--- src/rtl/hdlc_rx_frame_ctrl.sv ---
// HDLC receive frame sequencer: turns flag/abort/byte strobes into frame-control strobes and frame hand-off.
// Optional RX_LOST_FRAME_CNT_EN adds Rx_LostFrames, a count of frames flagged while a completed frame awaited readout.
module hdlc_rx_frame_ctrl #(
  parameter int MAX_BYTES = 128,
  parameter int MIN_BYTES = 4
) (
  input  logic       Clk,
  input  logic       Rst,
  input  logic       RxEN,
  input  logic       Rx_FlagDetect,
  input  logic       Rx_AbortDetect,
  input  logic       Rx_NewByte,
  input  logic       Rx_ReadDone,
  output logic       Rx_ValidFrame,
  output logic       Rx_WrBuff,
  output logic       Rx_AbortSignal,
  output logic       Rx_Overflow,
  output logic       Rx_FrameError,
  output logic       Rx_EoF,
  output logic       Rx_Ready,
  output logic [7:0] Rx_FrameSize
`ifdef RX_LOST_FRAME_CNT_EN
  ,
  output logic [7:0] Rx_LostFrames
`endif
);

  // state      | meaning
  // S_DISABLED | receiver off, everything held clear
  // S_IDLE     | hunting for an opening flag
  // S_FRAME    | inside a frame, bytes written to the Rx buffer
  // S_OVERFLOW | buffer full, bytes dropped until closing flag or abort
  // S_DONE     | completed frame waiting for the register block to read it
  typedef enum logic [2:0] {S_DISABLED, S_IDLE, S_FRAME, S_OVERFLOW, S_DONE} state_t;

  localparam int CW = $clog2(MAX_BYTES + 1);

  state_t        state_q, state_d;
  logic [CW-1:0] count_q, count_d, cnt_v;
  logic          valid_q, valid_d, wr_q, wr_d, abort_q, abort_d, ovf_q, ovf_d;
  logic          ferr_q, ferr_d, eof_q, eof_d, ready_q, ready_d;
  logic [7:0]    size_q, size_d;

  always_comb begin
    state_d = state_q;
    count_d = count_q;
    cnt_v   = count_q;
    valid_d = valid_q;
    wr_d    = 1'b0;
    abort_d = 1'b0;
    ovf_d   = ovf_q;
    ferr_d  = 1'b0;
    eof_d   = 1'b0;
    ready_d = ready_q;
    size_d  = size_q;
    if (!RxEN) begin
      state_d = S_DISABLED;
      count_d = '0;
      valid_d = 1'b0;
      ovf_d   = 1'b0;
      ready_d = 1'b0;
      size_d  = '0;
    end else begin
      case (state_q)
        S_DISABLED: state_d = S_IDLE;
        S_IDLE: begin
          if (Rx_FlagDetect) begin
            state_d = S_FRAME;
            count_d = '0;
            valid_d = 1'b1;
          end
        end
        S_FRAME, S_OVERFLOW: begin
          if (Rx_AbortDetect) begin
            state_d = S_IDLE;
            abort_d = 1'b1;
            valid_d = 1'b0;
            ovf_d   = 1'b0;
            count_d = '0;
          end else begin
            if (Rx_NewByte && state_q == S_FRAME) begin
              if (count_q < CW'(MAX_BYTES)) begin
                cnt_v = count_q + CW'(1);
                wr_d  = 1'b1;
              end else begin
                ovf_d   = 1'b1;
                state_d = S_OVERFLOW;
              end
            end
            // The close decision sees the byte that arrived with the flag.
            if (Rx_FlagDetect) begin
              if (cnt_v != '0 && cnt_v < CW'(MIN_BYTES)) begin
                ferr_d = 1'b1;
                cnt_v  = '0;
              end else if (cnt_v >= CW'(MIN_BYTES)) begin
                state_d = S_DONE;
                eof_d   = 1'b1;
                ready_d = 1'b1;
                valid_d = 1'b0;
                size_d  = 8'(cnt_v - CW'(2));
              end
            end
            count_d = cnt_v;
          end
        end
        S_DONE: begin
          if (Rx_ReadDone) begin
            state_d = S_IDLE;
            ready_d = 1'b0;
            ovf_d   = 1'b0;
            size_d  = '0;
            count_d = '0;
          end
        end
        default: state_d = S_DISABLED;
      endcase
    end
  end

  always_ff @(posedge Clk or negedge Rst) begin
    if (!Rst) begin
      state_q <= S_DISABLED;
      count_q <= '0;
      valid_q <= 1'b0;
      wr_q    <= 1'b0;
      abort_q <= 1'b0;
      ovf_q   <= 1'b0;
      ferr_q  <= 1'b0;
      eof_q   <= 1'b0;
      ready_q <= 1'b0;
      size_q  <= '0;
    end else begin
      state_q <= state_d;
      count_q <= count_d;
      valid_q <= valid_d;
      wr_q    <= wr_d;
      abort_q <= abort_d;
      ovf_q   <= ovf_d;
      ferr_q  <= ferr_d;
      eof_q   <= eof_d;
      ready_q <= ready_d;
      size_q  <= size_d;
    end
  end

  assign Rx_ValidFrame  = valid_q;
  assign Rx_WrBuff      = wr_q;
  assign Rx_AbortSignal = abort_q;
  assign Rx_Overflow    = ovf_q;
  assign Rx_FrameError  = ferr_q;
  assign Rx_EoF         = eof_q;
  assign Rx_Ready       = ready_q;
  assign Rx_FrameSize   = size_q;

`ifdef RX_LOST_FRAME_CNT_EN
  logic       flag_prev_q, flag_prev_d;
  logic [7:0] lost_q, lost_d;

  // A flag directly after another is the shared closing/opening flag, not a new frame.
  always_comb begin
    flag_prev_d = RxEN & Rx_FlagDetect;
    lost_d      = lost_q;
    if (!RxEN) begin
      lost_d = '0;
    end else if (state_q == S_DONE && Rx_FlagDetect && !flag_prev_q && lost_q != 8'hFF) begin
      lost_d = lost_q + 8'd1;
    end
  end

  always_ff @(posedge Clk or negedge Rst) begin
    if (!Rst) begin
      flag_prev_q <= 1'b0;
      lost_q      <= '0;
    end else begin
      flag_prev_q <= flag_prev_d;
      lost_q      <= lost_d;
    end
  end

  assign Rx_LostFrames = lost_q;
`endif

endmodule

--- config.mk ---
export PLATFORM = sky130hd
export DESIGN_NAME = hdlc_rx_frame_ctrl
export DESIGN_NICKNAME = d
export VERILOG_FILES = /design/src/rtl/hdlc_rx_frame_ctrl.sv
export SDC_FILE = /design/constraint.sdc
export NUM_CORES = 1
export LEC_CHECK = 0
export ABC_CLOCK_PERIOD_IN_PS = 4600
export CAP_MARGIN = 20
export CORE_UTILIZATION = 41
export CTS_BUF_LIST = sky130_fd_sc_hd__clkbuf_4
export CTS_CLUSTER_SIZE = 8
export DETAILED_ROUTE_END_ITERATION = 8
export PLACE_DENSITY_LB_ADDON = 0.1
export SLEW_MARGIN = 20
export SYNTH_ARGS = -nofsm -noshare
export SYNTH_HDL_FRONTEND = slang
export SYNTH_SLANG_ARGS = --single-unit
--- constraint.sdc ---
create_clock -name Clk -period 4.6 [get_ports Clk]
set_input_delay 0.69 -clock Clk [delete_from_list [all_inputs] [get_ports Clk]]
set_output_delay 0.69 -clock Clk [all_outputs]
set_load 0.01 [all_outputs]
==> impl_metrics.json, run 1 <==
{
  "ant_nets": 0,
  "p_sw_mw": 0.09661,
  "min_tclk_post_route_ns": 3.012,
  "irDropWorstVdd_mv": 0.09387,
  "first_global_vias": 1270,
  "buffer_ports.inserted": 21,
  "insertion_delay_ns": 0.32,
  "report.final.hold_viol_count": 0,
  "grt_first_pass_wirelength_um": 6196,
  "initialDrtViolationCount": 80,
  "timing_worst_setup_path_type": "in -> reg",
  "number_of_antenna_violations_at_the_first_check_in_global_routing": 0,
  "io-pin-count": 22,
  "powerDensity_nw_per_um2": 206.6,
  "groute.usage.overall": 0.1933,
  "die_area_um2": 4129,
  "p_clk_frac": 0.266,
  "drv_cap": 0,
  "fp.coreArea_um2": 3689,
  "internal_power_mw": 0.2808,
  "design.final.nets": 200,
  "post_route_cell_area_um2": 1827,
  "crit_fanout": 9,
  "clk_path_buf_depth": 2,
  "slew_viol_final": 0,
  "totalPowerFinal_mw": 0.3774,
  "synth_top_cells_by_area": "sky130_fd_sc_hd__dfrtp_1 (41%), sky130_fd_sc_hd__nand2_1 (6.1%), sky130_fd_sc_hd__o21ai_0 (4.4%), sky130_fd_sc_hd__a21oi_1 (3.8%), sky130_fd_sc_hd__mux2i_1 (2.5%)",
  "netlist_area_pre_place_um2": 1589,
  "dpl-instance-area_um2": 1800,
  "seq_power_share": 0.625,
  "yosys_warnings": 0,
  "power.static_leakage_nw": 0.7907,
  "die_height_um": 64.26,
  "vias": 1345,
  "fp.dieW_um": 64.26,
  "arrival_time_at_the_worst_endpoint_ns": 3.24,
  "setup.worst_path.start_class": "input port",
  "post-synth-top-area-cell": "sky130_fd_sc_hd__dfrtp_1",
  "synth_nets": 183,
  "ys_dominant_reg_cell": "sky130_fd_sc_hd__dfrtp_1",
  "wl_per_cell_um": 14.84,
  "htree_levels": 1,
  "cts_post_setup_buffers_inserted": 0,
  "drt-pass1-iter-count": 4,
  "min-delay-path-class": "in -> async",
  "setup_tns_ns": 0,
  "synth_enable_flop_cells": 0,
  "syn-mean-instance-area_um2": 9.132,
  "final_core_util": 0.4953,
  "count_of_distinct_cell_types_in_the_synthesized_netlist": 52,
  "ctsResizeCount": 0,
  "comb_power_share": 0.109,
  "outcome": "complete, no violations",
  "clkTransAtPathRegs_ns": 0.14,
  "place.gp.congestion": 0.8565,
  "synthToLayoutAreaGrowth_pct": 14.96,
  "grt_setup_unrepaired": "false",
  "numCtsBuffers": 3,
  "yosys.area.top_type_share": 0.4094,
  "placedCellCount": 234,
  "sw_frac_of_total": 0.2560,
  "drt_drc_violations_left": 0,
  "grt_start_max_net_pins": 27,
  "synthCells": 174,
  "fraction_of_final_layout_cells_with_drive_strength_greater_than_1": 0.08421,
  "fillers": 359,
  "finClkSkew_ns": 0.004240,
  "place.detailed.hpwl_um": 2666,
  "ys_ff_latch": 26,
  "cts_root_buffer_type": "sky130_fd_sc_hd__clkbuf_4",
  "via_per_inst": 5.651,
  "finalWirelength_um": 3531,
  "start_util": 0.4308,
  "cts.sinks": 26,
  "tightestPinTransition_ns": 0.8178,
  "timing.fmax_mhz": 332.0,
  "maxSlewHeadroom": 0.4488,
  "finalCritPeriodShare": 0.6548,
  "globalRouteOverflowTotal": 0,
  "instances_no_fill": 238,
  "rows": 22,
  "worst-endpoint-required_ns": 4.83,
  "num_antenna_cells": 0,
  "setup_viol": 0,
  "seq_area_frac_synth": 0.4094,
  "synthArstFlopShare": 1.000,
  "cts_tree": "yes",
  "crit_path_end_kind": "register",
  "ctsHoldBuffers": 0
}
-- layout by cell type (no fill, tap or decap), drive strengths merged, types with 4 or more instances in the layout --
master         synthesis  routed
o21ai                 18      18
nand2b                 4       4
mux2i                  4       4
nand3                  5       5
o31ai                  5       5
a21oi                 12      12
inv                    4       4
nor2                  10      10
clkdlybuf4s50          0      20
nand2                 26      26
dfrtp                 26      26
-- path summary, 6_finish.rpt --
kind	from	endpoint	slack [ns]	cells after the start
max in group asynchronous	Rst	state_q[0]	3.88	1
min in group Clk	Rx_Ready	Rx_Ready	0.50	2
min	Rst	Rx_Ready	0.34	1
max	Rx_NewByte	Rx_FrameSize[1]	1.59	8
min reg2reg	Rx_Ready	Rx_Ready	0.50	2
max reg2reg	state_q[2]	Rx_FrameSize[1]	1.86	7
-- layout make-up --
cell class,instances,area (um2),area share
clock buffers,3,22.52,0.01233
clock inverters,1,3.754,0.002055
inverters,4,15.01,0.008219
multi-input cells,135,869.6,0.4760
flip-flops and latches,26,650.6,0.3562
well taps,48,60.06,0.03288
repair buffers,21,205.2,0.1123
-- worst max-delay path, stage by stage --
cell,delay (ns)
sky130_fd_sc_hd__clkdlybuf4s50_1,0.49
sky130_fd_sc_hd__nand4bb_1,0.41
sky130_fd_sc_hd__o41ai_4,0.48
sky130_fd_sc_hd__nand4_1,0.18
sky130_fd_sc_hd__or3_1,0.53
sky130_fd_sc_hd__nand3_4,0.19
sky130_fd_sc_hd__inv_2,0.05
sky130_fd_sc_hd__a22o_1,0.22
-- cells in the mapped netlist (4+ instances only) --
library cell	count
sky130_fd_sc_hd__nand2b_1	4
sky130_fd_sc_hd__nand2_1	26
sky130_fd_sc_hd__a21oi_1	12
sky130_fd_sc_hd__o21ai_1	4
sky130_fd_sc_hd__o21ai_0	14
sky130_fd_sc_hd__mux2i_1	4
sky130_fd_sc_hd__nand3_1	4
sky130_fd_sc_hd__dfrtp_1	26
sky130_fd_sc_hd__clkbuf_1	5
sky130_fd_sc_hd__o31ai_1	4
sky130_fd_sc_hd__nor2_1	10
-- cell families after synthesis --
logic type / synth area share
multiplexers: 0.02520
XOR/XNOR: 0.03308
flip-flops: 0.4094
adder cells (fa/ha/maj): 0.01575
buffers and inverters: 0.04330
AND/OR/NAND/NOR: 0.2543
AO/OA/AOI/OAI: 0.2189
-- per-layer routing --
layer	up-vias	GRT usage	wire [um]
met2	42	0.2908	1613
met1	633	0.2750	1690
li1	665	-	-
met5	-	0	0
met3	5	0.02857	183
met4	0	0.08056	44
-- power groups by stage --
stage                     Clock, mW  Sequential [mW]  Combinational (mW)
final                         0.100            0.236              0.0412
after detailed placement          0            0.240              0.0414
after global routing          0.112            0.237              0.0469
after global placement            0            0.240              0.0418
after floorplan                   0            0.241              0.0212
after CTS                     0.104            0.236              0.0417
-- through the flow --
step           worst slack [ns]  hold slack, ns
3_5_place_dp              1.236          0.4736
3_3_place_gp              1.304          0.4578
4_1_cts                   1.573          0.3594
5_1_grt                   1.310          0.3793
2_1_floorplan             2.222          0.3944
6_report                  1.588          0.3365
Note: power is estimated with default switching activity, not from simulation.
==> run 2: changes to the inputs <==
--- a/config.mk
+++ b/config.mk
@@ -5,7 +5,7 @@
 export SDC_FILE = /design/constraint.sdc
 export NUM_CORES = 1
 export LEC_CHECK = 0
-export ABC_CLOCK_PERIOD_IN_PS = 4600
+export ABC_CLOCK_PERIOD_IN_PS = 3100
 export CAP_MARGIN = 20
 export CORE_UTILIZATION = 41
 export CTS_BUF_LIST = sky130_fd_sc_hd__clkbuf_4
==> constraint.sdc (replaced) <==
create_clock -name Clk -period 3.1 [get_ports Clk]
set_input_delay 0.465 -clock Clk [delete_from_list [all_inputs] [get_ports Clk]]
set_output_delay 0.465 -clock Clk [all_outputs]
set_load 0.01 [all_outputs]
==> impl_metrics.json, run 2 (synthesized netlist as in run 1, its figures left out) <==
{
  "fp.dieW_um": 64.26,
  "design.final.nets": 204,
  "r2r.worst_path.cells": 6,
  "groute.usage.overall": 0.2097,
  "seq_power_share": 0.536,
  "critical_path.endpoint": "Rx_ValidFrame",
  "layout_common_cells": "sky130_fd_sc_hd__dfrtp_1 (26), sky130_fd_sc_hd__nand2_1 (26), sky130_fd_sc_hd__clkdlybuf4s50_1 (21)",
  "setup_tns_ns": 0,
  "initialDrtViolationCount": 66,
  "ant_nets": 0,
  "critical_path.startpoint": "Rx_NewByte",
  "cts.sinks": 26,
  "r2r_end": "Rx_ValidFrame",
  "irDropWorstVdd_mv": 0.1353,
  "first_global_vias": 1297,
  "clkTransAtPathRegs_ns": 0.15,
  "fp.coreArea_um2": 3689,
  "vias": 1359,
  "cts_tree": "yes",
  "numCtsBuffers": 3,
  "timing.fmax_mhz": 393.9,
  "worst_r2r_startpoint": "count_q[7]",
  "htree_levels": 1,
  "ctsResizeCount": 0,
  "via_per_inst": 5.616,
  "comb_power_share": 0.097,
  "wl_per_cell_um": 15.39,
  "rows": 22,
  "finClkSkew_ns": 0.006474,
  "synthToLayoutAreaGrowth_pct": 18.82,
  "crit_path_end_kind": "register",
  "min-delay-path-class": "in -> async",
  "maxSlewHeadroom": 0.4483,
  "crit_fanout": 9,
  "num_antenna_cells": 0,
  "buffer_ports.inserted": 21,
  "timing_worst_setup_path_type": "in -> reg",
  "drt_drc_violations_left": 0,
  "sw_frac_of_total": 0.2316,
  "grt_setup_unrepaired": "false",
  "powerDensity_nw_per_um2": 346.5,
  "final_core_util": 0.5119,
  "cts_root_buffer_type": "sky130_fd_sc_hd__clkbuf_4",
  "globalRouteOverflowTotal": 0,
  "start_util": 0.4308,
  "placedCellCount": 238,
  "fin_hold_ws_ns": 0.4769,
  "arrival_time_at_the_worst_endpoint_ns": 2.77,
  "fraction_of_final_layout_cells_with_drive_strength_greater_than_1": 0.1031,
  "clk_path_buf_depth": 2,
  "r2r_setup_slack_ns": 0.61,
  "power.static_leakage_nw": 0.8218,
  "worst-endpoint-required_ns": 3.34,
  "place.gp.congestion": 0.8964,
  "ctsHoldBuffers": 0,
  "drv_cap": 0,
  "internal_power_mw": 0.5027,
  "p_clk_frac": 0.366,
  "report.final.hold_viol_count": 0,
  "number_of_antenna_violations_at_the_first_check_in_global_routing": 0,
  "die_area_um2": 4129,
  "finalWirelength_um": 3725,
  "setup.worst_path.start_class": "input port",
  "finalCritPeriodShare": 0.8190,
  "grt_first_pass_wirelength_um": 6706,
  "slew_viol_final": 0,
  "outcome": "complete, no violations",
  "p_sw_mw": 0.1515,
  "grt_start_max_net_pins": 27,
  "setup_viol": 0,
  "drt-pass1-iter-count": 4,
  "min_tclk_post_route_ns": 2.539,
  "place.detailed.hpwl_um": 2814,
  "insertion_delay_ns": 0.33,
  "die_height_um": 64.26,
  "cts_post_setup_buffers_inserted": 0,
  "tightestPinTransition_ns": 0.8186,
  "io-pin-count": 22,
  "instances_no_fill": 242
}
[run 2: changes by cell type in the layout (fill, tap and decap cells not counted), sizes merged]
cell           previous run  this run
clkinv                    1         0
bufinv                    0         1
buf                       1         4
clkdlybuf4s50            20        21
[run 2: worst max-delay path: stages]
cell	delay [ns]
sky130_fd_sc_hd__clkdlybuf4s50_1	0.50
sky130_fd_sc_hd__nand4bb_1	0.11
sky130_fd_sc_hd__buf_4	0.19
sky130_fd_sc_hd__or4b_2	0.66
sky130_fd_sc_hd__nand4_1	0.16
sky130_fd_sc_hd__or3_1	0.32
sky130_fd_sc_hd__a21oi_1	0.12
sky130_fd_sc_hd__o221a_1	0.25
[run 2: area by class of cell]
type,instances,area (um2)
fill,343,1800
multi-input combinational,135,869.6
clock buffer,3,22.52
timing repair buffer,25,240.2
sequential,26,650.6
tap,48,60.06
clock inverter,1,30.03
inverter,4,15.01
[run 2: per-layer routing]
layer | wire, um | up-vias | GRT usage
li1 | - | 669 | -
met5 | 0 | - | 0
met2 | 1633 | 40 | 0.3079
met3 | 166 | 5 | 0.02143
met1 | 1880 | 645 | 0.3218
met4 | 44 | 0 | 0.05833
[run 2: power groups by stage]
| stage | clock (mW) | combinational [mW] | sequential (mW) |
|---|---|---|---|
| detailed placement | 0 | 0.0640 | 0.357 |
| global placement | 0 | 0.0639 | 0.357 |
| CTS | 0.242 | 0.0640 | 0.351 |
| floorplan | 0 | 0.0315 | 0.357 |
| finish | 0.240 | 0.0636 | 0.351 |
| global route | 0.256 | 0.0711 | 0.352 |
[run 2: per-stage QoR]
step | worst slack [ns] | instance area, um2 | power, mW
2_1_floorplan | 0.8675 | 1589 | 0.3885
3_3_place_gp | 0.2497 | 1836 | 0.4208
3_5_place_dp | 0.2261 | 1836 | 0.4208
4_1_cts | 0.5905 | 1888 | 0.6570
5_1_grt | 0.3008 | 1888 | 0.6791
6_report | 0.5612 | 1888 | 0.6542
[run 2: worst min-delay path by stage]
stage,from,end,slack (ns),cells after the start
3_5_place_dp,Rx_FrameSize[3],Rx_FrameSize[3],0.48,2
6_report,Rst,Rx_Ready,0.48,2
2_1_floorplan,Rst,Rx_AbortSignal,0.17,0
4_1_cts,Rst,Rx_Ready,0.50,2
3_3_place_gp,Rx_FrameSize[6],Rx_FrameSize[6],0.46,2
5_1_grt,Rst,Rx_FrameSize[0],0.50,2
